===== config.mk =====
export PLATFORM = sky130hd
export DESIGN_NAME = uart_rx_core
export DESIGN_NICKNAME = d
export VERILOG_FILES = /design/src/rtl/uart_rx_core.sv
export SDC_FILE = /design/constraint.sdc
export NUM_CORES = 1
export LEC_CHECK = 0
export BUFFER_PORTS_ARGS = -buffer_cell sky130_fd_sc_hd__buf_2
export CAP_MARGIN = 20
export CORE_ASPECT_RATIO = 0.9
export CORE_MARGIN = 5
export CORE_UTILIZATION = 35
export CTS_BUF_LIST = sky130_fd_sc_hd__clkbuf_4
export CTS_CLUSTER_SIZE = 16
export DETAILED_ROUTE_END_ITERATION = 6
export GPL_TIMING_DRIVEN = 0
export PLACE_DENSITY = 0.62
export SYNTH_ARGS = -nofsm -noshare
export SYNTH_HDL_FRONTEND = slang
export SYNTH_SLANG_ARGS = --single-unit

===== constraint.sdc =====
create_clock -name clk -period 2.4 [get_ports clk]
set_input_delay 0.12 -clock clk [delete_from_list [all_inputs] [get_ports clk]]
set_output_delay 0.12 -clock clk [all_outputs]
set_load 0.02 [all_outputs]

===== src/rtl/uart_rx_core.sv =====
// uart_rx_core: UART receiver that validates the start bit at mid-bit and samples at bit centres.
// Default frame is 8N1; define UART_RX_PARITY_EN for an 11-bit frame with an even-parity bit.
module uart_rx_core #(
  parameter int unsigned CLKS_PER_BIT = 5208
) (
  input  logic       clk,
  input  logic       rst,
  input  logic       rx_in,
  output logic [7:0] rx_data,
  output logic       rx_valid,
  output logic       frame_err,
  output logic       parity_err,
  output logic       busy
);

  localparam logic [15:0] FULL_LAST = 16'(CLKS_PER_BIT - 1);
  localparam logic [15:0] HALF_LAST = 16'(CLKS_PER_BIT / 2 - 1);

`ifdef UART_RX_PARITY_EN
  typedef enum logic [2:0] {IDLE, START, DATA, PARITY, STOP} state_t;
`else
  typedef enum logic [2:0] {IDLE, START, DATA, STOP} state_t;
`endif

  logic sync_q;
  logic rx_s;
  logic rx_s_d;

  // Resetting to 0 means a frame can only start after the line has been seen high.
  always_ff @(posedge clk) begin
    if (rst) begin
      sync_q <= 1'b0;
      rx_s   <= 1'b0;
      rx_s_d <= 1'b0;
    end else begin
      // NOTE: non-blocking so each stage captures the previous stage's old value.
      sync_q <= rx_in;
      rx_s   <= sync_q;
      rx_s_d <= rx_s;
    end
  end

  state_t      state;
  logic [15:0] timer;
  logic [2:0]  bit_idx;
  logic [7:0]  shift;
  logic        bit_end;
`ifdef UART_RX_PARITY_EN
  logic        parity_bit;
`endif

  assign bit_end = (timer == FULL_LAST);

  always_ff @(posedge clk) begin
    if (rst) begin
      state      <= IDLE;
      timer      <= '0;
      bit_idx    <= '0;
      shift      <= '0;
      rx_data    <= '0;
      rx_valid   <= 1'b0;
      frame_err  <= 1'b0;
      parity_err <= 1'b0;
      busy       <= 1'b0;
`ifdef UART_RX_PARITY_EN
      parity_bit <= 1'b0;
`endif
    end else begin
      rx_valid   <= 1'b0;
      frame_err  <= 1'b0;
      parity_err <= 1'b0;
      timer      <= timer + 16'd1;
      case (state)
        IDLE: begin
          timer <= '0;
          if (rx_s_d && !rx_s) begin
            state <= START;
            busy  <= 1'b1;
          end
        end
        START: begin
          if (timer == HALF_LAST) begin
            timer   <= '0;
            bit_idx <= '0;
            if (!rx_s) begin
              state <= DATA;
            end else begin
              state <= IDLE;
              busy  <= 1'b0;
            end
          end
        end
        DATA: begin
          if (bit_end) begin
            timer   <= '0;
            shift   <= {rx_s, shift[7:1]};
            bit_idx <= bit_idx + 3'd1;
            if (bit_idx == 3'd7) begin
`ifdef UART_RX_PARITY_EN
              state <= PARITY;
`else
              state <= STOP;
`endif
            end
          end
        end
`ifdef UART_RX_PARITY_EN
        PARITY: begin
          if (bit_end) begin
            timer      <= '0;
            parity_bit <= rx_s;
            state      <= STOP;
          end
        end
`endif
        STOP: begin
          if (bit_end) begin
            timer <= '0;
            state <= IDLE;
            busy  <= 1'b0;
            if (rx_s) begin
              rx_data  <= shift;
              rx_valid <= 1'b1;
`ifdef UART_RX_PARITY_EN
              parity_err <= (^shift) ^ parity_bit;
`endif
            end else begin
              frame_err <= 1'b1;
            end
          end
        end
        default: begin
          state <= IDLE;
          busy  <= 1'b0;
        end
      endcase
    end
  end

endmodule


Word level (Yosys, flattened, before mapping). Cells that the tools add are included.

Equal/unequal tests: 12. Reductions and logical operators: 11. Multiplexer cells: 20. Add/sub/neg operators: 2. Bitwise logic cells: 3.

Operators by type and width (number): $pmux 16 s3 (1); $mux 16 (2); $mux 3 (7); $add 16x1->16 const B (1); $eq 16x12->1 const B (1); $eq 16x13->1 const B (1); $ne 2x2->1 const B (6); $pmux 3 s4 (1); $reduce_and 5->1 (2); $eq 3x2->1 const B (2); $mux 1 (6); $pmux 3 s2 (1); $reduce_and 3->1 (2); $pmux 1 s4 (1); $add 3x1->3 const B (1); $eq 3x1->1 const B (1); $eq 3x3->1 const B (1); $logic_not 3->1 (1); $not 1->1 (3); $reduce_or 3->1 (1); $mux 2 (1); $reduce_and 2->1 (1); $reduce_bool 2->1 (1); $reduce_or 2->1 (1); 2 further kinds (2).

Register bits: 44. Input port bits: 3. Output and inout bits: 12. Word-level logic and storage cells: 59.

Logic depth before layout (Yosys ltp).
Depth after elaboration: 4. Mapped depth: 8. Mapped depth without buffers: 5.

Worst setup path before layout. No wires, ideal clock.

Path type: reg2reg. Start point: reg timer[0]. End point: reg rx_data[3]. Data required time: 2268 ps. Arrival time: 1973 ps. Path buffers: 2. Clock period less this slack: 2105 ps. Setup time: 132 ps. Slack: 295 ps. Stages on the path, launching flop included: 8. Path through: dfxtp_1 > ha_1 > or4b_4 > or3_1 > buf_6 > buf_8 > o31ai_1 > a21oi_1.

Word-level cells in the longest chain between the ends: 2.

Ends and longest elaborated chain: from (decl) (line 44) `logic [15:0] timer;`; from (signal assigned) (line 72) `timer <= timer + 16'd1;`; $eq 16x13->1 (line 52) `assign bit_end = (timer == FULL_LAST);`; $reduce_and 3->1 (no source line); to (signal assigned) (line 122) `rx_data <= shift;`; to (decl) (line 9) `output logic [7:0] rx_data,`.

Every way passes these cells. A chain may end at the register's enable or synchronous reset.

Worst setup path after layout.
Start point: reg timer[0]. End point: reg timer[11].

Word-level cells in the longest chain between the ends: 3. Elaborated cells between the ends (all ways): 6. Classes of those cells: 1 x add/sub; 2 x eq/ne; 3 x mux.

Ends and longest elaborated chain: $add 16x1->16 (tied with other cells) (line 72); $mux 16 (on tied branches) (line 94, 117, 82); $pmux 16 s3 * (line 73) `case (state)`.

Every way passes the cells marked *; elsewhere a longest branch is shown, timed or not.

==> out/qor.yml <==
cp.required_ps: 2620
synth_area_sq_um: 2130
cts-root-buf: "clkbuf_4"
instances_no_fill: 328
max_slew_margin: 0.563
drive_gt1_frac: 0.156
syn_area_per_cell_sq_um: 9.18
placedInstanceArea_sq_um: 2280
placed_cells: 316
hold_viol_final: 0
start_util: 0.354
worstHoldPathType: "input pin to register"
drtAntennaViolNets: 0
fin_skew_ps: 9.45
path_clk_slew_ps: 120
path_buf_inv: 2
drt-vias-per-instance: 5.75
synth-edff-count: 0
routed_wl_um: 4860
p_leak_uw: 0.000750
layout.nets: 261
cts_tree: "done"
status: "finished clean"
grt_pass1_vias: 1731
grt_overflow_total: 0
clock_path_buffers: 2
cap_violations: 0
die_h_um: 84.0
synth-main-ff-cell: "dfxtp_1"
powerDensity_nw_per_um2: 469
drc: 0
setup_viol: 0
worstMarginPinSlew_ps: 653
synthTopCellsByArea: "dfxtp_1 40%, o31ai_1 6.3%, nand4_1 6.2%"
avgRoutedWirePerCell_um: 14.8
synth_top_area_cell: "dfxtp_1"
drt_first_pass_iters: 4
grt_max_degree: 13
crit_fanout: 10
ys_seq_elements: 43
worst-setup-path-type: "register to register"
arrival_ps: 2530
endpoint_kind: "register"
grt_pass1_wl_um: 8320
vias: 1886
fin_util: 0.396
cts_made_buffers: 5
core.rowCount: 27
syn_inst: 232
max_freq_mhz: 432
synth_warnings: 0
cpMostUsedCell: "buf_6"
yosysTopAreaCellShare: 0.404
slew_viol_final: 0
die_area_sq_um: 7750
dp_hpwl_um: 3320
async_flop_share: 0
grt.total_usage: 0.130
first_iter_violations: 72
p_total_uw: 1120
clock_sinks: 43
syn_to_final_growth_pct: 11.8
diodes: 0
syn-num-nets: 238
pin_count: 15
yosysSeqAreaShare: 0.404
holdWs_ps: 159
gp_congestion: 0.869
post-route-cell-area_sq_um: 2380
fp.dieW_um: 92.2
ys_types: 46
min_period_ps: 2310
place.port_buffers: 12
cp-start-kind: "register"
cp_slowest_cell: "or4b_4"
ir_drop_uv: 185
antenna_found_initial: 0
crit_family: "simple AND/OR/NAND/NOR gates"
crit_path_cell_trace: "ha_2 > or4b_4 > or3_1 > buf_6 > o21ai_4 > buf_6 > a211oi_1"
insertion_delay_ps: 350
yosysMostFrequentCell: "dfxtp_1"
cp_slowest_stage_delay_ps: 500
coreArea_sq_um: 6010
finalCritPeriodShare: 0.964
htree_levels: 2
synth_common_cells: "43 x dfxtp_1, 21 x nand4_1, 18 x o31ai_1, 16 x a21oi_1, 16 x clkbuf_1"
[layer usage]
layer | wire length, um | vias up | share of wire | GRT usage
met5 | 0 | - | 0 | 0
met4 | 55 | 0 | 0.011 | 0.0364
met3 | 320 | 7 | 0.066 | 0.0298
met2 | 2170 | 53 | 0.45 | 0.204
met1 | 2320 | 892 | 0.48 | 0.178
li1 | - | 934 | - | -
[flip-flops by register name, indices dropped and copies added (netlist names)]
name       flops
rx_s           1
rx_data        8
timer         16
state          2
bit_idx        3
busy           1
shift          8
sync_q         1
rx_valid       1
frame_err      1
rx_s_d         1
[report_power, final]
group          switching (uW)  internal [uW]
Sequential               4.61            720
Clock                     228            120
Combinational            29.3           14.9
Total                     262            855
[cells by family (layout without fill, tap and decap cells)]
logic type | count (synthesis) | count (layout) | share of synthesized area
compound gates | 63 | 63 | 0.220
xor+xnor | 11 | 11 | 0.0452
fa+ha+maj | 3 | 3 | 0.0176
buf+inv | 29 | 53 | 0.0675
flops | 43 | 43 | 0.404
other cells | 1 | 1 | 0.00176
simple gates | 82 | 82 | 0.244
[what timing repair did]
action,4_1_cts,5_1_grt
endpoints found under the hold margin,1,0
buffers inserted,0,3
hold buffers,1,0
resized for setup,0,7
setup endpoints to repair,0,28
[final cells by class]
type                    instances  area [sq um]
plain buffers                  24           128
clock inverters                 2          7.51
multi-input cells             160          1140
well taps                      72          90.1
clock buffers                   6          45.0
flip-flops and latches         43           861
fillers                       617          3630
inverters                       5          18.8
repair buffers                 16          92.6
[final timing paths]
path                            depth (start not counted)                 from                    to  slack, ps
worst min-delay path                                    2                  rst     rx_s_d$_SDFF_PP0_        160
worst max-delay path                                    7  timer[0]$_SDFF_PP0_  timer[11]$_SDFF_PP0_         90
worst max register to register                          7  timer[0]$_SDFF_PP0_  timer[11]$_SDFF_PP0_         90
worst min register to register                          1    sync_q$_SDFF_PP0_       rx_s$_SDFF_PP0_        460
[stage by stage]
step | setup slack, ps | TNS, ps
after floorplan | 295 | 0
after global placement | 77.8 | 0
after detailed placement | 63.9 | 0
after CTS | 39.8 | 0
after global routing | -3.60 | -3.60
final | 86.8 | 0
[placed cells by master, fill, tap and decap left out, types with 3 or more instances in the layout]
master,n
clkbuf_4,6
a211oi_1,14
buf_4,5
a21oi_1,16
and3_1,5
nor4_1,3
dfxtp_1,43
xor2_1,8
nor2_1,3
a221oi_1,3
nand4_1,21
nand2b_1,5
xnor2_1,3
nor2b_1,6
or4_1,4
nand2_1,8
nand3_1,8
inv_1,5
o31ai_1,18
buf_2,13
or3_1,3
clkbuf_1,14
Note: power is estimated with default switching activity, not from simulation.
